File: src/rtl/booth_mult_seq.sv
// Sequential radix-2 Booth multiplier, signed or unsigned operands.
// Operands arrive on one bus over two cycles; the product leaves as two words.
module booth_mult_seq #(
    parameter int WIDTH = 6
) (
    input  logic             clk,
    input  logic             rst,
    input  logic             start,
    input  logic             sgn,
    input  logic [WIDTH-1:0] inBus,
    output logic             busy,
    output logic             outValid,
    output logic             done,
    output logic [WIDTH-1:0] outBus
);

    localparam int CW = $clog2(WIDTH + 2);
    localparam logic [CW-1:0] LAST = CW'(WIDTH);

    typedef enum logic [2:0] {
        IDLE,
        LOADY,
        CALC,
        OUTHI,
        OUTLO
    } state_t;

    state_t state;
    state_t state_nx;

    // One guard bit on X, A and Y keeps the most negative operand exact.
    logic [WIDTH:0] x_reg;
    logic [WIDTH:0] a_reg;
    logic [WIDTH:0] y_reg;
    logic [WIDTH:0] sum;
    logic           y_m1;
    logic           mode;
    logic [CW-1:0]  cnt;

    always_ff @(posedge clk or posedge rst) begin
        if (rst) begin
            state <= IDLE;
        end else begin
            state <= state_nx;
        end
    end

    always_comb begin
        state_nx = state;
        busy     = 1'b1;
        outValid = 1'b0;
        done     = 1'b0;
        outBus   = '0;
        unique case (state)
            IDLE: begin
                busy = 1'b0;
                if (start) begin
                    state_nx = LOADY;
                end
            end
            LOADY: begin
                state_nx = CALC;
            end
            CALC: begin
                if (cnt == LAST) begin
                    state_nx = OUTHI;
                end
            end
            OUTHI: begin
                outValid = 1'b1;
                outBus   = {a_reg[WIDTH-2:0], y_reg[WIDTH]};
                state_nx = OUTLO;
            end
            OUTLO: begin
                outValid = 1'b1;
                done     = 1'b1;
                outBus   = y_reg[WIDTH-1:0];
                state_nx = IDLE;
            end
            default: begin
                state_nx = IDLE;
            end
        endcase
    end

    always_comb begin
        sum = a_reg;
        case ({y_reg[0], y_m1})
            2'b01:   sum = a_reg + x_reg;
            2'b10:   sum = a_reg - x_reg;
            default: sum = a_reg;
        endcase
    end

    always_ff @(posedge clk or posedge rst) begin
        if (rst) begin
            x_reg <= '0;
            a_reg <= '0;
            y_reg <= '0;
            y_m1  <= 1'b0;
            mode  <= 1'b0;
            cnt   <= '0;
        end else begin
            case (state)
                IDLE: begin
                    if (start) begin
                        x_reg <= {sgn & inBus[WIDTH-1], inBus};
                        mode  <= sgn;
                    end
                end
                LOADY: begin
                    y_reg <= {mode & inBus[WIDTH-1], inBus};
                    a_reg <= '0;
                    y_m1  <= 1'b0;
                    cnt   <= '0;
                end
                CALC: begin
                    a_reg <= {sum[WIDTH], sum[WIDTH:1]};
                    y_reg <= {sum[0], y_reg[WIDTH:1]};
                    y_m1  <= y_reg[0];
                    cnt   <= cnt + 1'b1;
                end
                default: begin
                end
            endcase
        end
    end

endmodule

File: config.mk
export PLATFORM = sky130hd
export DESIGN_NAME = booth_mult_seq
export DESIGN_NICKNAME = d
export VERILOG_FILES = /design/src/rtl/booth_mult_seq.sv
export SDC_FILE = /design/constraint.sdc
export NUM_CORES = 1
export LEC_CHECK = 0
export BUFFER_PORTS_ARGS = -buffer_cell sky130_fd_sc_hd__buf_4
export CAP_MARGIN = 10
export CORE_ASPECT_RATIO = 1.25
export CORE_MARGIN = 10
export CORE_UTILIZATION = 50
export CTS_CLUSTER_DIAMETER = 40
export CTS_CLUSTER_SIZE = 25
export DETAILED_ROUTE_END_ITERATION = 6
export PLACE_DENSITY = 0.71
export SLEW_MARGIN = 40
export SYNTH_ARGS = -nofsm -noshare
export SYNTH_HDL_FRONTEND = slang
export SYNTH_SLANG_ARGS = --single-unit
File: constraint.sdc
create_clock -name clk -period 2.48 [get_ports clk]
set_clock_uncertainty 0.1 [all_clocks]
set_input_delay 0.62 -clock clk [delete_from_list [all_inputs] [get_ports clk]]
set_output_delay 0.62 -clock clk [all_outputs]
set_load 0.02 [all_outputs]
==> results of run 1 <==
[worst min path at each step]
| stage | endpoint | slack, ps |
|---|---|---|
| after global placement | cnt[2] | 370 |
| after global routing | y_reg[4] | 340 |
| after CTS | y_reg[5] | 330 |
| final | y_reg[5] | 310 |
| after detailed placement | cnt[2] | 400 |
| after floorplan | cnt[2] | 350 |
[cells by family after synthesis]
logic type      synth area share (%)
compound gates                  19.0
mux                             6.22
xor+xnor                        4.54
buf+inv                         5.86
flops                           41.0
fa+ha+maj                       8.49
simple gates                    14.9
[power groups by stage]
stage               sequential (mW)  clock, mW  combinational, mW
floorplan                     0.803          0               1.48
global placement              0.881          0               1.76
detailed placement            0.897          0               1.83
CTS                           0.884      0.368               1.87
global route                  0.929      0.390               2.48
finish                        0.903      0.362               2.25
[cells in the final DEF (no fill, tap or decap), types with 2 or more instances in the layout]
master and n:
nor3_1 2, inv_1 10, ha_1 8, nor2_1 11, nor2b_1 2, xnor2_1 6, mux2i_1 5, dfrtp_1 28
mux2_2 4, inv_2 3, clkbuf_8 3, buf_4 32, ha_4 2, o21ai_0 22, nor2_4 2, nand3_1 3
a22o_1 8, and2_1 2, o22ai_1 3, a21oi_1 7, nor3_2 2, nand2_1 19
[stage by stage]
step / hold slack, ps / worst slack [ps] / power (mW) / util [%]
final: 306 / 28.1 / 3.51 / 64.2
after global placement: 373 / 57.7 / 2.64 / 57.9
after floorplan: 350 / 83.7 / 2.28 / -
after detailed placement: 398 / -49.3 / 2.73 / 57.9
after global routing: 336 / -113 / 3.80 / 64.2
after CTS: 328 / 13.4 / 3.12 / 60.8
[cell type report]
cell class	instances	share of cell area, %
Clock buffer	3	1.98
Clock inverter	1	1.44
Inverter	13	2.34
Multi-Input combinational cell	131	47.0
Sequential cell	28	33.6
Tap cell	37	2.22
Timing Repair Buffer	32	11.5
[worst max-delay path, stage by stage (launching register included)]
cell and delay (ps):
dfrtp_1 410, inv_2 100, ha_4 200, mux2_4 280, fa_2 370, nor2b_4 120
o2111ai_1 120, nand4b_1 140, xnor2_1 100, o311ai_1 280, o41ai_1 110
[metal layers]
layer	up-vias	track usage, %	part of all wire, %	wire length [um]
met5	-	0	0	0
li1	687	-	-	-
met1	721	13.5	40	1720
met2	25	23.1	55	2350
met4	0	6.53	2.4	102
met3	11	2.45	3.0	131
[timing repair]
action,CTS,global route
pin swaps,1,11
buffers inserted,2,6
gates resized for setup,2,16
cloned,0,0
endpoints found under the setup margin,2,3
==> results.cfg, run 1 <==
[sta]
rsz0062_at_grt = yes
setup_violations = 0
setup_tns_ps = 0
slew_violations = 0
min_period_ps = 2450
tightest_slew_ps = 472
max-slew-margin-rel_pct = 68.3
hold_viol_final = 0
finalCritPeriodShare_pct = 98.9
fmax_ghz = 0.408

[global_routing]
grt_start_max_net_pins = 29
grt_pass1_wl_um = 6380
first_global_vias = 1404
overflow = 0
antenna_found_initial = 0
grt_usage_pct = 12.8

[worst_setup_path]
cp-endpoint = a_reg[5]
cp.required_ps = 2540
arrival_ps = 2510
crit_start = x_reg[0]
critPathLaunchType = flip-flop
reg2reg_slack_ps = 30
cp-end-kind = flip-flop
rr_startpoint = x_reg[0]
reg2reg_depth = 10
timing.rr.end = a_reg[5]
crit_fanout = 2
path_class = reg2reg

[logic_synthesis]
syn_nets = 200
synth_top_cell_by_area = dfrtp_1
synth.area.top_cells = dfrtp_1 41%, ha_1 7.3%, o21ai_0 6.7%
synth_commonest_cells = 28 x dfrtp_1, 23 x o21ai_0, 19 x nand2_1, 13 x inv_1, 12 x nor2_1
synth_area_mm2 = 0.00171
synth_top_cell_area_share_pct = 41.0
synth-async-reset-ratio_pct = 100
yosysMostFrequentCell = dfrtp_1
ys_warn_count = 0
synth-edff-count = 0
ys_ff_latch = 28
synth-main-ff-cell = dfrtp_1
ys_seq_area_share_pct = 41.0
syn_area_per_cell_um2 = 9.55
synth_cells = 179
synth_cell_types = 41

[clocking]
ctsHoldBuffers = 0
tritoncts = yes
clock-root-buffer = clkbuf_8
clock_latency_ps = 280
cts.sinks = 28
cts_max_level = 1
cts_buffers = 3
cts.clk_slew.worst_paths_ps = 100
clockBufferDepth = 2

[route]
wl_um = 4300
wire_per_inst_um = 17.5
drt_iter0_markers = 85
drtAntennaViolNets = 0
vias = 1444
drc = 0
avgViaCountPerCell = 5.89
dr.pass1.iters = 4

[final_layout]
multi_input_area_um2 = 981
fin_cells = 245
diodes = 0
seqCellArea_um2 = 701
nets = 230
final_cell_area_mm2 = 0.00209
area_growth_pct = 22.2
drive_gt1_share_pct = 28.4
fillCellCount = 249

[power_and_ir_drop]
p_sw_mw = 1.55
p_int_mw = 1.97
comb_power_share_pct = 64.0
power.share.switching_pct = 44.0
clkPwrFrac_pct = 10.3
sequentialPowerShare_pct = 25.7
leakage_nw = 0.974
powerDensity_mw_per_mm2 = 1680
ir_drop_mv = 0.909

[place]
dp.cells = 233
dp_hpwl_um = 3090
post_dp_cell_area_mm2 = 0.00188
io_buffers = 18
gp_congestion = 0.875

[floorplanning]
core_region_area_mm2 = 0.00325
num_io_pins = 19
die_w_um = 72.3
die_height_um = 85.4
fp.dieArea_mm2 = 0.00617
rows = 23
initial_core_util_pct = 52.6

[outcome]
status = finished, final reports clean

[job]
drv_cap = 0

[min_path]
holdCritPathClass = in2async
Note: power is estimated with default switching activity, not from simulation.
==> inputs of run 2 (changes only) <==
CORE_UTILIZATION = 52   (was 50)
GPL_ROUTABILITY_DRIVEN = 0   (was unset)
PLACE_DENSITY = 0.74   (was 0.71)
RECOVER_POWER = 25   (was unset)
==> run 2 against run 1 <==
- the flow now finishes with violations (negative setup slack)
- wire length decreased by 3.4%
- global-route usage increased by 1.0 points
- count of clock-buffer cells in the layout unchanged
- sequential cell count unchanged
- worst setup slack got worse by 42 ps
- critical path depth unchanged
- register-to-register slack got worse by 40 ps
- sequential share of layout area increased by 0.89 points
- maximum frequency decreased by 1.7%
- total power decreased by 2.6%
==> results.cfg, run 2 (synthesized netlist as in run 1, its figures left out) <==
[floorplanning]
die_height_um = 84.1
initial_core_util_pct = 53.5
die_w_um = 71.3
fp.dieArea_mm2 = 0.00599
rows = 23
core_region_area_mm2 = 0.00319
num_io_pins = 19

[worst_setup_path]
path_class = reg2reg
cp-end-kind = flip-flop
cp.required_ps = 2540
cp_cell_sequence = ha_4 > buf_4 > a31oi_1 > xnor2_1 > ha_1 > nand3_1 > nand4b_1 > xnor2_2 > o311ai_1 > o41ai_1
crit_fanout = 5
critPathLaunchType = flip-flop
cp_slowest_stage_delay_ps = 430
cpMaxStageDelayCell = dfrtp_1
arrival_ps = 2550

[final_layout]
drive_gt1_share_pct = 27.3
layout_common_cells = 28 x dfrtp_1, 28 x buf_4, 22 x o21ai_0, 19 x nand2_1, 11 x nor2_1
multi_input_area_um2 = 976
seqCellArea_um2 = 701
nets = 228
area_growth_pct = 19.0
fin_cells = 242
fillCellCount = 251
diodes = 0

[sta]
min_period_ps = 2490
hold_viol_final = 0
tightest_slew_ps = 1440
rsz0062_at_grt = yes
holdWs_ps = 401
fmax_ghz = 0.401
slew_violations = 0
setup_ws_ps = -13.5
finalCritPeriodShare_pct = 101
max-slew-margin-rel_pct = 4.12
setup_violations = 1

[route]
vias = 1401
drtAntennaViolNets = 0
drt_iter0_markers = 62
drc = 0
dr.pass1.iters = 4
wire_per_inst_um = 17.2
avgViaCountPerCell = 5.79
wl_um = 4150

[clocking]
cts.clk_slew.worst_paths_ps = 90
clockBufferDepth = 2
cts_buffers = 3
cts_max_level = 1
tritoncts = yes
clock_latency_ps = 280
clock-root-buffer = clkbuf_8
cts.sinks = 28

[place]
dp_hpwl_um = 2950
dp.cells = 231
io_buffers = 18

[power_and_ir_drop]
ir_drop_mv = 1.00
powerDensity_mw_per_mm2 = 1680
leakage_nw = 0.951
finalPower_mw = 3.43

[global_routing]
grt_pass1_wl_um = 6880
grt_start_max_net_pins = 29
grt_usage_pct = 13.8
overflow = 0
antenna_found_initial = 0
first_global_vias = 1498

[outcome]
status = finished with violations
violations = negative setup slack

[job]
drv_cap = 0

[min_path]
holdCritPathClass = reg2reg
==> run 2: through the flow <==
step | worst slack (ps) | area, um2 | setup TNS [ps] | util, %
after floorplan | 83.7 | 1710 | 0 | -
after global placement | 14.9 | 1870 | 0 | 58.5
after detailed placement | -139 | 1870 | -230 | 58.5
after CTS | -35.1 | 2010 | -35.1 | 62.9
after global routing | -104 | 2030 | -104 | 63.7
final | -13.5 | 2030 | -13.5 | 63.7
==> run 2: where the power goes <==
group          internal, mW  leakage (nW)  switching, mW
sequential            0.658         0.353          0.241
combinational          1.12         0.576           1.16
clock                 0.109        0.0216          0.139
total                  1.88         0.951           1.54
==> run 2: timing repair <==
item,in CTS,in global routing
pin swaps,7,5
hold buffers,0,0
endpoints found under the setup margin,2,2
endpoints found under the hold margin,0,0
gates resized for setup,11,5
setup buffers,6,2
==> run 2: routing by layer <==
metal	vias to the layer above	global-route usage (%)	wire length (um)
li1	680	-	-
met1	686	14.7	1630
met2	26	25.2	2260
met3	9	2.62	167
met4	0	6.00	89
met5	-	0	0
==> run 2: final timing paths <==
path                       slack, ps  cells past startpoint       end      from
hold / removal                   400                      1    cnt[2]    cnt[2]
hold reg to reg                  400                      1    cnt[2]    cnt[2]
setup reg to reg                 -10                     10  a_reg[5]  y_reg[0]
min in group asynchronous        720                      3  state[2]       rst
setup / recovery                 -10                     10  a_reg[5]  y_reg[0]
max in group asynchronous        720                      3  x_reg[4]       rst
==> run 2: cell type report <==
class / count / share of cell area, %
clock buffer: 3 / 2.03
inverter: 13 / 2.40
multi-input combinational: 131 / 48.0
sequential: 28 / 34.4
tap: 37 / 2.28
timing repair buffer: 30 / 10.9
==> run 2: worst max-delay path: cells and delay by family, from the launching register on <==
family / cells / cell delay (ps)
adder cells (fa/ha/maj): 2 / 520
AO/OA/AOI/OAI: 3 / 560
flip-flops: 1 / 430
XOR/XNOR: 2 / 330
buffers and inverters: 1 / 140
AND/OR/NAND/NOR: 2 / 290
==> inputs of run 3 (changes only) <==
BUFFER_PORTS_ARGS = -buffer_cell sky130_fd_sc_hd__buf_2   (was -buffer_cell sky130_fd_sc_hd__buf_4)
clock period = 2.2 ns   (was 2.48 ns; I/O delays follow)
==> run 3 against run 2 <==
- the flow still finishes with violations (negative setup slack)
- critical path depth stayed put
- wire length rose by 2.4%
- worst hold slack got worse by 230 ps
- final area is 5.4% higher
- die area unchanged
- maximum frequency hardly changed
- global-route usage increased by 0.74 points
- first-iteration DRC count increased by 48%
- sequential share of layout area decreased by 1.7 points
- via count grew 4.1%
- largest cell class unchanged
==> results.cfg, run 3 (synthesized netlist as in run 1, its figures left out) <==
[outcome]
status = finished with violations
violations = negative setup slack

[final_layout]
area_growth_pct = 25.4
final_common_cell = dfrtp_1
drive_gt1_share_pct = 36.1
final_util_pct = 67.1
layout_common_cells = 27 x dfrtp_1, 21 x buf_4, 20 x o21ai_0, 19 x nand2_1, 18 x buf_2
nets = 238
diodes = 0
fin_cells = 253

[place]
dp.cells = 246
dp_hpwl_um = 3230
io_buffers = 18
pre_cts_ws_ps = -300

[global_routing]
antenna_found_initial = 0
overflow = 0
grt_start_max_net_pins = 17
first_global_vias = 1595
grt_usage_pct = 14.6
grt_pass1_wl_um = 7300

[clocking]
cts.clk_slew.worst_paths_ps = 90
clock_latency_ps = 270
tritoncts = yes
cts_buffers = 3
cts.sinks = 28
clockBufferDepth = 2
clock-root-buffer = clkbuf_8
cts_max_level = 1
ctsHoldBuffers = 0

[floorplanning]
fp.dieArea_mm2 = 0.00599
die_w_um = 71.3
num_io_pins = 19
core_region_area_mm2 = 0.00319
rows = 23
initial_core_util_pct = 53.5
die_height_um = 84.1

[sta]
setup_violations = 3
finalCritPeriodShare_pct = 113
max-slew-margin-rel_pct = 44.0
setup_ws_ps = -296
rsz0062_at_grt = yes
fmax_ghz = 0.401
hold_viol_final = 0
min_period_ps = 2500
slew_violations = 0
tightest_slew_ps = 840

[worst_setup_path]
path_delay_family = compound AO/OA/AOI/OAI gates
path_class = reg2reg
critPathLaunchType = flip-flop
cp_slowest_stage_delay_ps = 420
cp_cell_sequence = ha_4 > nor2_2 > xnor2_1 > ha_1 > nor2b_2 > o2111ai_2 > nand4b_1 > xnor2_2 > o311ai_2 > o41ai_2
crit_fanout = 5
cp.depth = 10
path_buf_inv = 0
arrival_ps = 2550
reg2reg_depth = 10
cpMaxStageDelayCell = dfrtp_1
cp-end-kind = flip-flop
cp.required_ps = 2250

[job]
drv_cap = 0

[route]
vias = 1459
wire_per_inst_um = 16.8
wl_um = 4250
drt_iter0_markers = 92
avgViaCountPerCell = 5.77
drc = 0
dr.pass1.iters = 4
drtAntennaViolNets = 0

[min_path]
holdCritPathClass = in2async
==> run 3: cell types whose count changed in the layout (fill, tap and decap cells not counted), moves of 2 or more <==
cell and change:
o21ai_0 -2, nor3_4 +2, nor3_1 -3, buf_4 -7, buf_2 +18, o21ai_1 +2, a21oi_1 -2
==> run 3: area by class of cell <==
cell class	count	area, um2
fillers	269	1050
multi-input cells	131	1040
flip-flops and latches	28	702
well taps	37	46.3
repair buffers	40	251
inverters	13	48.8
clock buffers	4	55.1
==> run 3: worst register-to-register path: cells and delay by family (launching register included) <==
| kind | cells | cell delay, ps |
|---|---|---|
| adder cells (fa/ha/maj) | 2 | 470 |
| XOR/XNOR | 2 | 340 |
| AO/OA/AOI/OAI | 3 | 590 |
| AND/OR/NAND/NOR | 3 | 460 |
| flip-flops | 1 | 420 |
==> run 3: worst paths after layout <==
check                          from       end  slack (ps)
setup / recovery           y_reg[0]  a_reg[5]        -300
hold / removal                  rst  state[1]         170
setup reg to reg           y_reg[0]  a_reg[5]        -300
hold reg to reg              cnt[2]    cnt[2]         390
max in group asynchronous       rst  x_reg[6]         730
min in group clk             cnt[2]    cnt[2]         390
==> run 3: what timing repair did <==
action,4_1_cts,5_1_grt
pin swaps,8,9
endpoints found under the setup margin,10,12
gates resized for setup,15,11
setup buffers,3,0
==> run 3: metal layers <==
metal  wire (um)  part of all wire [%]  up-vias  track usage, %
met3         205                   4.8       10            3.10
li1            -                     -      702               -
met5           0                     0        -               0
met2        2390                    56       33            26.9
met4          52                   1.2        0            5.64
met1        1600                    38      714            15.3
==> run 3: per-stage QoR <==
stage               TNS, ps  hold WS (ps)  area, um2
floorplan              -123           350       1730
global placement       -276           373       1970
detailed placement     -577           383       1970
CTS                    -310           209       2100
global route           -874           215       2140
finish                 -471           168       2140
Power of run 3 is left out: the tool's default activity adds up to more than one toggle a clock period on the data nets, which glitch-free logic cannot reach.
